## src/rtl/uart_pkg.sv

```systemverilog
// Shared UART definitions: state encoding, divisor helper, default payload width.
// The TX and RX FSM cores both import this package.
package uart_pkg;

  localparam int DATA_BITS_DEF = 8;

  localparam logic [2:0] IDLE   = 3'd0;
  localparam logic [2:0] START  = 3'd1;
  localparam logic [2:0] DATA   = 3'd2;
  localparam logic [2:0] PARITY = 3'd3;
  localparam logic [2:0] STOP   = 3'd4;
  localparam logic [2:0] LOAD   = 3'd5;

  typedef enum logic [2:0] {
    ST_IDLE   = IDLE,
    ST_START  = START,
    ST_DATA   = DATA,
    ST_PARITY = PARITY,
    ST_STOP   = STOP,
    ST_LOAD   = LOAD
  } uart_state_e;

  // Clocks per bit; callers must keep the result at 4 or more.
  function automatic int calc_div(input int clk_freq, input int baud);
    return clk_freq / baud;
  endfunction

endpackage

```

## src/rtl/uart_rx_fsm_core_if.sv

```systemverilog
// Consumer-side bus of the UART receiver: received byte, status flags, ack strobe.
interface uart_rx_fsm_core_if
  import uart_pkg::*;
#(
  parameter int DATA_BITS = DATA_BITS_DEF
);
  logic                 i_rx_ack;
  logic [DATA_BITS-1:0] o_rx_data;
  logic                 o_rx_valid;
  logic                 o_frame_err;
  logic                 o_parity_err;
  logic                 o_overrun;

  modport master (
    input  i_rx_ack,
    output o_rx_data, o_rx_valid, o_frame_err, o_parity_err, o_overrun
  );

  modport slave (
    output i_rx_ack,
    input  o_rx_data, o_rx_valid, o_frame_err, o_parity_err, o_overrun
  );
endinterface

```

## src/rtl/uart_rx_baud_cnt.sv

```systemverilog
// Bit-period counter for the UART receiver: half- and full-period terminal counts,
// wraps on full terminal count, synchronous clear.
module uart_rx_baud_cnt #(
  parameter int DIV = 10
) (
  input  logic i_clk,
  input  logic i_rst_n,
  input  logic i_clr,
  output logic o_half_tc,
  output logic o_full_tc
);
  localparam int CNT_W = $clog2(DIV);
  localparam logic [CNT_W-1:0] HALF_LAST = CNT_W'(DIV / 2 - 1);
  localparam logic [CNT_W-1:0] FULL_LAST = CNT_W'(DIV - 1);

  logic [CNT_W-1:0] cnt_q, cnt_d;

  always_comb begin
    cnt_d = cnt_q + CNT_W'(1);
    if (i_clr || (cnt_q == FULL_LAST)) cnt_d = '0;
  end

  always_ff @(posedge i_clk or negedge i_rst_n) begin
    if (!i_rst_n) cnt_q <= '0;
    else          cnt_q <= cnt_d;
  end

  assign o_half_tc = (cnt_q == HALF_LAST);
  assign o_full_tc = (cnt_q == FULL_LAST);
endmodule

```

## src/rtl/uart_rx_fsm_core.sv

```systemverilog
// UART receiver core: 8N1 serial-to-parallel with mid-bit sampling and valid/ack handoff.
// Define UART_RX_PARITY_EN to build the 8E1 variant (even parity, PARITY state).
module uart_rx_fsm_core
  import uart_pkg::*;
#(
  parameter int CLK_FREQ  = 50_000_000,
  parameter int BAUD      = 115_200,
  parameter int DATA_BITS = DATA_BITS_DEF
) (
  input  logic               i_clk,
  input  logic               i_rst_n,
  input  logic               i_rx,
  uart_rx_fsm_core_if.master rx_bus,
  output logic               o_busy,
  output logic [2:0]         o_state
);
  localparam int DIV   = calc_div(CLK_FREQ, BAUD);
  localparam int BIT_W = $clog2(DATA_BITS);
  localparam logic [BIT_W-1:0] LAST_BIT = BIT_W'(DATA_BITS - 1);

  uart_state_e          state_q;
  logic [1:0]           sync_q;
  logic [BIT_W-1:0]     bit_q;
  logic [DATA_BITS-1:0] shift_q;
  logic [DATA_BITS-1:0] data_q;
  logic                 valid_q;
  logic                 ferr_q;
  logic                 ferr_pend_q;
  logic                 ovr_q;
  logic                 rxs;
  logic                 half_tc;
  logic                 full_tc;
  logic                 baud_clr;
`ifdef UART_RX_PARITY_EN
  logic                 perr_q;
  logic                 perr_pend_q;
`endif

  always_ff @(posedge i_clk or negedge i_rst_n) begin
    if (!i_rst_n) sync_q <= 2'b11;
    else          sync_q <= {sync_q[0], i_rx};
  end
  assign rxs = sync_q[1];

  // Bit-period timing restarts on every state change; inside DATA the counter free-wraps.
  assign baud_clr = (state_q == ST_IDLE) || (state_q == ST_LOAD) ||
                    ((state_q == ST_START) && half_tc);

  uart_rx_baud_cnt #(.DIV(DIV)) u_baud_cnt (
    .i_clk     (i_clk),
    .i_rst_n   (i_rst_n),
    .i_clr     (baud_clr),
    .o_half_tc (half_tc),
    .o_full_tc (full_tc)
  );

  always_ff @(posedge i_clk or negedge i_rst_n) begin
    if (!i_rst_n) begin
      state_q     <= ST_IDLE;
      bit_q       <= '0;
      shift_q     <= '0;
      data_q      <= '0;
      valid_q     <= 1'b0;
      ferr_q      <= 1'b0;
      ferr_pend_q <= 1'b0;
      ovr_q       <= 1'b0;
`ifdef UART_RX_PARITY_EN
      perr_q      <= 1'b0;
      perr_pend_q <= 1'b0;
`endif
    end else begin
      if (rx_bus.i_rx_ack && valid_q) begin
        valid_q <= 1'b0;
        ovr_q   <= 1'b0;
      end
      case (state_q)
        ST_IDLE: if (!rxs) state_q <= ST_START;
        ST_START: begin
          if (half_tc) begin
            bit_q   <= '0;
            state_q <= rxs ? ST_IDLE : ST_DATA;
          end
        end
        ST_DATA: begin
          if (full_tc) begin
            shift_q <= {rxs, shift_q[DATA_BITS-1:1]};
            bit_q   <= bit_q + BIT_W'(1);
            if (bit_q == LAST_BIT) begin
`ifdef UART_RX_PARITY_EN
              state_q <= ST_PARITY;
`else
              state_q <= ST_STOP;
`endif
            end
          end
        end
`ifdef UART_RX_PARITY_EN
        ST_PARITY: begin
          if (full_tc) begin
            perr_pend_q <= rxs ^ (^shift_q);
            state_q     <= ST_STOP;
          end
        end
`endif
        ST_STOP: begin
          if (full_tc) begin
            ferr_pend_q <= ~rxs;
            state_q     <= ST_LOAD;
          end
        end
        // Loading overrides a same-cycle ack: the new byte stays valid and overrun records the loss.
        ST_LOAD: begin
          data_q  <= shift_q;
          ferr_q  <= ferr_pend_q;
          valid_q <= 1'b1;
          if (valid_q) ovr_q <= 1'b1;
`ifdef UART_RX_PARITY_EN
          perr_q  <= perr_pend_q;
`endif
          state_q <= ST_IDLE;
        end
        default: state_q <= ST_IDLE;
      endcase
    end
  end

  assign rx_bus.o_rx_data   = data_q;
  assign rx_bus.o_rx_valid  = valid_q;
  assign rx_bus.o_frame_err = ferr_q;
  assign rx_bus.o_overrun   = ovr_q;
`ifdef UART_RX_PARITY_EN
  assign rx_bus.o_parity_err = perr_q;
`else
  assign rx_bus.o_parity_err = 1'b0;
`endif
  assign o_busy  = (state_q != ST_IDLE);
  assign o_state = state_q;
endmodule

```

## src/flat_wrapper.sv

```systemverilog
// flat-port wrapper written by rule: the top's interface ports become plain ports
module uart_rx_fsm_core_flat import uart_pkg::*;
#(
  parameter int CLK_FREQ  = 50_000_000,
  parameter int BAUD      = 115_200,
  parameter int DATA_BITS = DATA_BITS_DEF
)
  (i_clk, i_rst_n, i_rx, o_busy, o_state, rx_bus_i_rx_ack, rx_bus_o_rx_data, rx_bus_o_rx_valid, rx_bus_o_frame_err, rx_bus_o_parity_err, rx_bus_o_overrun);
  uart_rx_fsm_core_if #(.DATA_BITS(DATA_BITS)) rx_bus_i ();
  input  logic i_clk;
  input  logic i_rst_n;
  input  logic i_rx;
  output logic o_busy;
  output logic [2:0] o_state;
  input wire logic [$bits(rx_bus_i.i_rx_ack)-1:0] rx_bus_i_rx_ack;
  output wire logic [$bits(rx_bus_i.o_rx_data)-1:0] rx_bus_o_rx_data;
  output wire logic [$bits(rx_bus_i.o_rx_valid)-1:0] rx_bus_o_rx_valid;
  output wire logic [$bits(rx_bus_i.o_frame_err)-1:0] rx_bus_o_frame_err;
  output wire logic [$bits(rx_bus_i.o_parity_err)-1:0] rx_bus_o_parity_err;
  output wire logic [$bits(rx_bus_i.o_overrun)-1:0] rx_bus_o_overrun;
  assign rx_bus_i.i_rx_ack = rx_bus_i_rx_ack;
  assign rx_bus_o_rx_data = rx_bus_i.o_rx_data;
  assign rx_bus_o_rx_valid = rx_bus_i.o_rx_valid;
  assign rx_bus_o_frame_err = rx_bus_i.o_frame_err;
  assign rx_bus_o_parity_err = rx_bus_i.o_parity_err;
  assign rx_bus_o_overrun = rx_bus_i.o_overrun;
  uart_rx_fsm_core #(.CLK_FREQ(CLK_FREQ), .BAUD(BAUD), .DATA_BITS(DATA_BITS)) u_core (.i_clk(i_clk), .i_rst_n(i_rst_n), .i_rx(i_rx), .rx_bus(rx_bus_i), .o_busy(o_busy), .o_state(o_state));
endmodule
```

## config.mk

```make
export PLATFORM = sky130hd
export DESIGN_NAME = uart_rx_fsm_core_flat
export DESIGN_NICKNAME = d
export VERILOG_FILES = /design/src/rtl/uart_pkg.sv /design/src/rtl/uart_rx_fsm_core_if.sv /design/src/rtl/uart_rx_baud_cnt.sv /design/src/rtl/uart_rx_fsm_core.sv /design/src/flat_wrapper.sv
export SDC_FILE = /design/constraint.sdc
export NUM_CORES = 1
export LEC_CHECK = 0
export CAP_MARGIN = 20
export CORE_MARGIN = 2
export CORE_UTILIZATION = 47
export DETAILED_ROUTE_END_ITERATION = 16
export GPL_TIMING_DRIVEN = 0
export PLACE_DENSITY = 0.83
export RECOVER_POWER = 100
export REMOVE_ABC_BUFFERS = 1
export SLEW_MARGIN = 20
export SYNTH_ARGS = -nofsm -noshare
export SYNTH_HDL_FRONTEND = slang
export SYNTH_SLANG_ARGS = --single-unit
```

## constraint.sdc

```tcl
create_clock -name i_clk -period 1.47 [get_ports i_clk]
set_input_delay 0.441 -clock i_clk [delete_from_list [all_inputs] [get_ports i_clk]]
set_output_delay 0.441 -clock i_clk [all_outputs]
set_load 0.005 [all_outputs]
```

======== Word-level counts from Yosys, hierarchy flattened ========
Index checks and enable logic that the tools add are counted.
storage, ports and cells
  flip-flop bits (word level) ............. 37
  input port bits ......................... 4
  output and inout bits ................... 16
  word-level logic and storage cells ...... 54
operators by class
  add/sub/neg operators ................... 2
  eq/ne operators ......................... 12
  mux-type cells .......................... 16
  bitwise operators ....................... 1
  reduce and logical (&&, ||, !) cells .... 13
operators by type and width
  kind                 number
  $mux 3               7
  $pmux 3 s4           1
  $add 9x1->9 const B  1
  $eq 3x3->1 const B   3
  $eq 9x8->1 const B   1
  $eq 9x9->1 const B   1
  $mux 9               1
  $ne 2x1->1 const B   4
  $pmux 3 s2           1
  $mux 1               5
  $reduce_and 5->1     1
  $reduce_and 2->1     2
  $reduce_bool 2->1    2
  $add 3x1->3 const B  1
  $eq 3x1->1 const B   1
  $eq 3x2->1 const B   1
  $logic_not 3->1      1
  $logic_or 1x1->1     3
  $reduce_and 3->1     1
  $reduce_bool 3->1    1
  $logic_and 1x1->1    2
  $mux 2               1
  $ne 2x2->1 const B   1
  $not 1->1            1

======== Logic depth before layout (Yosys ltp) ========
  depth in word-level cells ............... 5
  mapped depth ............................ 7
  gate-level depth less buffers ........... 6

======== By module ========
From an unflattened synthesis, not the netlist that was laid out.
unflattened totals
  cells, all modules ...................... 136
  area total of the unflattened synthesis .. 1714.1 µm²
by module, submodules not included
  module            times used  cells an instance  area each (µm²)  seq. area each (µm²)
  uart_rx_fsm_core  1           87                 1211.2           703.2
  uart_rx_baud_cnt  1           49                 503.0            225.2

======== Worst setup path before layout ========
No wires, ideal clock.
  kind .................................... register to register
  start point ............................. reg u_core.u_baud_cnt.cnt_q[0]
  end point ............................... reg u_core.u_baud_cnt.cnt_q[2]
  setup time .............................. 0.069 ns
  arrival ................................. 1.508 ns
  data required time ...................... 1.401 ns
  path slack .............................. -0.106 ns
  stages on the path, launching flop included .. 8
  buffers on the path ..................... 1
  period minus slack after synthesis ...... 1.576 ns
  cells stage by stage .................... dfrtp_1 > inv_1 > ha_1 > and4bb_1 > nor2b_1 > a211o_1 > buf_6 > nor2_2
on the way
  longest elaborated chain between the ends .. 5
  elaborated cells on any way between the ends .. 7
  classes of those cells .................. add/sub: 1; eq/ne: 2; mux: 1; reduce/logical: 3
ends and longest elaborated chain
  element                                                              RTL line                source
  start, declared                                                      uart_rx_baud_cnt.sv:16  logic [CNT_W-1:0] cnt_q, cnt_d;
  start signal, assigned                                               uart_rx_baud_cnt.sv:25  else cnt_q <= cnt_d;
  parallel branches: the longest is 4 deep, another holds $add 9x1->9  n/a
  $mux 9 (*)                                                           uart_rx_baud_cnt.sv:20  if (i_clr || (cnt_q == FULL_LAST)) cnt_d = '0;
  via u_core.u_baud_cnt.cnt_d[2]                                       uart_rx_baud_cnt.sv:16
Mark *: on every way through the listed nets, which the timed path passes.
A chain may end at the register's enable or synchronous reset.

======== Worst setup path in the final report ========
  start point ............................. reg u_core.state_q[0] (netlist: u_core.o_state[0])
  end point ............................... out o_busy
on the way
  longest elaborated chain between the ends .. 1
ends and longest elaborated chain
  element                 RTL line                 source
  start, declared         uart_rx_fsm_core.sv:21   uart_state_e state_q;
  start signal, assigned  uart_rx_fsm_core.sv:81   state_q <= rxs ? ST_IDLE : ST_DATA;
  $reduce_bool 3->1       uart_rx_fsm_core.sv:136  assign o_busy = (state_q != ST_IDLE);
  end, declared           flat_wrapper.sv:13       output logic o_busy;
No other way between the ends.

==> summary.md <==
| Metric | Value |
|---|---|
| Critical Setup Path Class | `flip-flop to output port` |
| Initial Utilization | `0.496` |
| Pleak | `1.04 nW` |
| DR vias | `between 1000 and 1500` |
| First-pass GRT wire length | `5550 um` |
| Final worst slack | `-0.209 ns` |
| Area share of the largest cell type after synthesis | `0.525` |
| Drt drc | `0` |
| DIE HEIGHT | `between 60 and 70 um` |
| Max stage delay on crit path | `between 0.4 and 0.5 ns` |
| #FFs+latches synth | `37` |
| Top-count cell post-synth | `dfrtp_1` |
| Reg2Reg Depth | `6` |
| Reg-to-reg startpoint | `u_core.u_baud_cnt.cnt_q[1]` |
| Relative slew slack | `0.467` |
| Antenna diodes | `0` |
| Tightest Pin Transition | `0.800 ns` |
| Die Area | `4040 um^2` |
| Std-Cell Core Area | `3360 um^2` |
| Setup Skew | `0.0105 ns` |
| Synth top area cells | `dfrtp_1 (53%), nand2_1 (7.0%), mux2_1 (5.4%)` |
| First-pass DRT Iterations | `4` |
| Tot GR Track Use | `0.176` |
| CP startpoint kind | `flip-flop` |
| Clock Sinks | `37` |
| Worst Setup End Kind | `output port` |
| Min cycle time layout | `1.68 ns` |
| Largest net degree at the start of global routing | `23` |
| Worst VDD drop | `0.438 mV` |
| Crit Path Max Fanout | `2` |
| CTS Buffer Depth | `2` |
| Post-synth EDFFs | `0` |
| Fraction of registers with async set/reset | `1.00` |
| Worst R2R Setup Slack | `-0.11 ns` |
| CTS buffer count | `5` |
| DP Cell Count | `between 200 and 250` |
| Clk_lat worst skew | `roughly 0.33 ns` |
| Reg-to-Reg End | `u_core.o_state[0]` |
| P&R area growth vs syn | `29.3%` |
| F_max | `596 MHz` |
| Biggest area consumer among synthesized cells | `dfrtp_1` |
| Antenna Violating Nets Remaining | `0` |
| Max Cap Violations | `0` |
| CP cell instances | `or3_1 -> buf_2` |
| Chip width | `63.6 um` |
| Worst Hold Slack | `between 0.15 and 0.2 ns` |
| RSZ-0062 raised after global routing | `yes` |
| Layout Nets | `195` |
| Final cell count without fillers | `233` |
| Cell count after synthesis | `147` |
| RePlAce Congestion | `around 0.8` |
| Post-Syn Area | `1670 um^2` |
| FP Rows | `21` |
| Yosys cell types | `41` |
| Core Util, Final | `0.641` |
| Number of buffers added on ports | `18` |
| Final Hold Viols | `0` |
| CTS root buf | `clkbuf_4` |
| Outcome | `finished, violations left` |
| Hold buffers post-CTS | `0` |
| First-iteration detailed-routing DRC count | `61` |
| Hold WC Path Type | `input pin to asynchronous set/reset pin` |
| Grt ovf | `0` |
| Slowest cell on crit path | `dfrtp_2` |
| Area of the multi-input gates | `between 700 and 800 um^2` |
| Tcrit/Tclk final | `1.14` |
| CTS clk-pin slew, worst paths | `around 0.11 ns` |
| Ys Warns | `0` |
| Via-per-instance ratio | `5.14` |
| Sequential share of the synthesized area | `0.557` |
| CP arrival | `1.24 ns` |
| Register area | `around 930 um^2` |
| Share of cells above drive strength 1 | `0.337` |
| Max Slew Vio Count | `0` |
| Avg Inst Size Synth | `~11 um^2` |
| TNS Setup | `-1.48 ns` |
| Hpwl dp | `1920 um` |
| # setup viols final | `21` |
| Violated checks | `negative setup slack` |
| Drt wl/cell | `around 14 um` |
| Most common library cells after synthesis | `dfrtp_1 (35), nand2_1 (31), mux2_1 (8), nor2_2 (8), xor2_1 (7)` |
| Pwr Total | `roughly 1.6 mW` |
| Initial antenna violation count | `0` |
| Fillers | `between 200 and 300` |
| Vias in the first global route | `~1200` |
| CP required | `1.03 ns` |
| IO Pins | `20` |
| Drt total wl | `3190 um` |
| H-Tree Depth | `2` |
| Post-synth top flop | `dfrtp_1` |
| PD cells | `723 nW/um^2` |
| TritonCTS clock tree | `yes` |
-- worst max-delay path, delay by kind of cell (launching register included) --
| kind | cells | cell delay (ns) |
|---|---|---|
| DFF | 1 | 0.42 |
| and+or+nand+nor | 1 | 0.36 |
| buffers and inverters | 1 | 0.13 |
-- state kept, by name, indices dropped and copies added, names as in the netlist --
signal / cells
u_core.bit_q: 3
u_core.rx_bus.o_frame_err: 1
u_core.rx_bus.o_rx_data: 8
u_core.sync_q: 2
u_core.o_state: 3
u_core.rx_bus.o_overrun: 1
u_core.rx_bus.o_rx_valid: 1
u_core.u_baud_cnt.cnt_q: 9
u_core.shift_q: 8
u_core.ferr_pend_q: 1
-- what timing repair did --
item | in CTS | in global routing
pin swaps | 17 | 8
endpoints found under the setup margin | 43 | 33
cloned | 1 | 0
setup buffers | 14 | 4
resized for setup | 48 | 18
-- cell type report --
cell class,instances,area share
sequential,37,0.433
multi-input combinational,101,0.369
clock inverter,3,0.00812
tap,46,0.0267
clock buffer,5,0.0174
timing repair buffer,36,0.137
inverter,5,0.00870
-- cells in the final DEF, fill, tap and decap left out, types with 2 or more instances in the layout --
master           synthesis  routed
a211o_4                  0       2
a22o_1                   2       2
and2_4                   1       2
buf_4                    1      16
buf_6                    1       2
clkbuf_2                 0       2
clkbuf_4                 0       5
clkdlybuf4s15_1          0       8
clkinv_2                 0       2
dfrtp_1                 35      31
dfrtp_2                  0       4
dfstp_2                  2       2
dlygate4sd2_1            0       4
ha_1                     5       3
inv_1                    5       3
inv_2                    0       2
mux2_1                   8       8
nand2_1                 31      30
nand3_1                  4       3
nand4_1                  2       2
nor2_1                   3       3
nor2_2                   8       6
nor2_4                   1       3
o21ai_1                  3       3
xor2_1                   7       7
-- logic make-up (layout without fill, tap and decap cells) --
kind of cell             after synthesis  count (layout)  share of synthesized area
AO/OA/AOI/OAI                         11              12                     0.0443
XOR/XNOR                               8               8                     0.0420
adder cells (fa/ha/maj)                5               5                     0.0375
buffers and inverters                 10              49                     0.0315
flip-flops                            37              37                      0.557
multiplexers                          10              10                     0.0668
other                                  1               1                    0.00225
AND/OR/NAND/NOR                       65              65                      0.219
-- stage by stage --
stage	worst slack, ns	instance area (um^2)
after detailed placement	-0.363	1890
after CTS	-0.217	2140
after global routing	-0.261	2160
after global placement	-0.737	1870
after floorplan	-0.172	1630
final	-0.209	2160
-- report_power, final --
| group | switching (mW) | total [mW] | internal, mW |
|---|---|---|---|
| clock | 0.317 | 0.498 | 0.180 |
| sequential | 0.00318 | 1.03 | 1.02 |
| combinational | 0.0235 | 0.0334 | 0.00993 |
-- worst max-delay path by stage --
stage	startpoint	endpoint	slack, ns	cells past startpoint
2_1_floorplan	u_core.u_baud_cnt.cnt_q[0]	u_core.u_baud_cnt.cnt_q[2]	-0.17	6
3_3_place_gp	i_rst_n	u_core.bit_q[2]	-0.74	1
3_5_place_dp	u_core.u_baud_cnt.cnt_q[0]	u_core.u_baud_cnt.cnt_q[4]	-0.36	6
4_1_cts	u_core.o_state[0]	o_busy	-0.22	2
5_1_grt	u_core.o_state[2]	o_busy	-0.26	2
6_report	u_core.o_state[0]	o_busy	-0.21	2
-- routing by layer --
metal / up-vias / GRT usage / wire length, um
met1: 588 / 0.221 / 1360
met2: 31 / 0.289 / 1620
li1: 573 / - / -
met4: 0 / 0.0516 / 42
met5: - / 0 / 0
met3: 5 / 0.0589 / 165
Note: power is estimated with default switching activity, not from simulation.
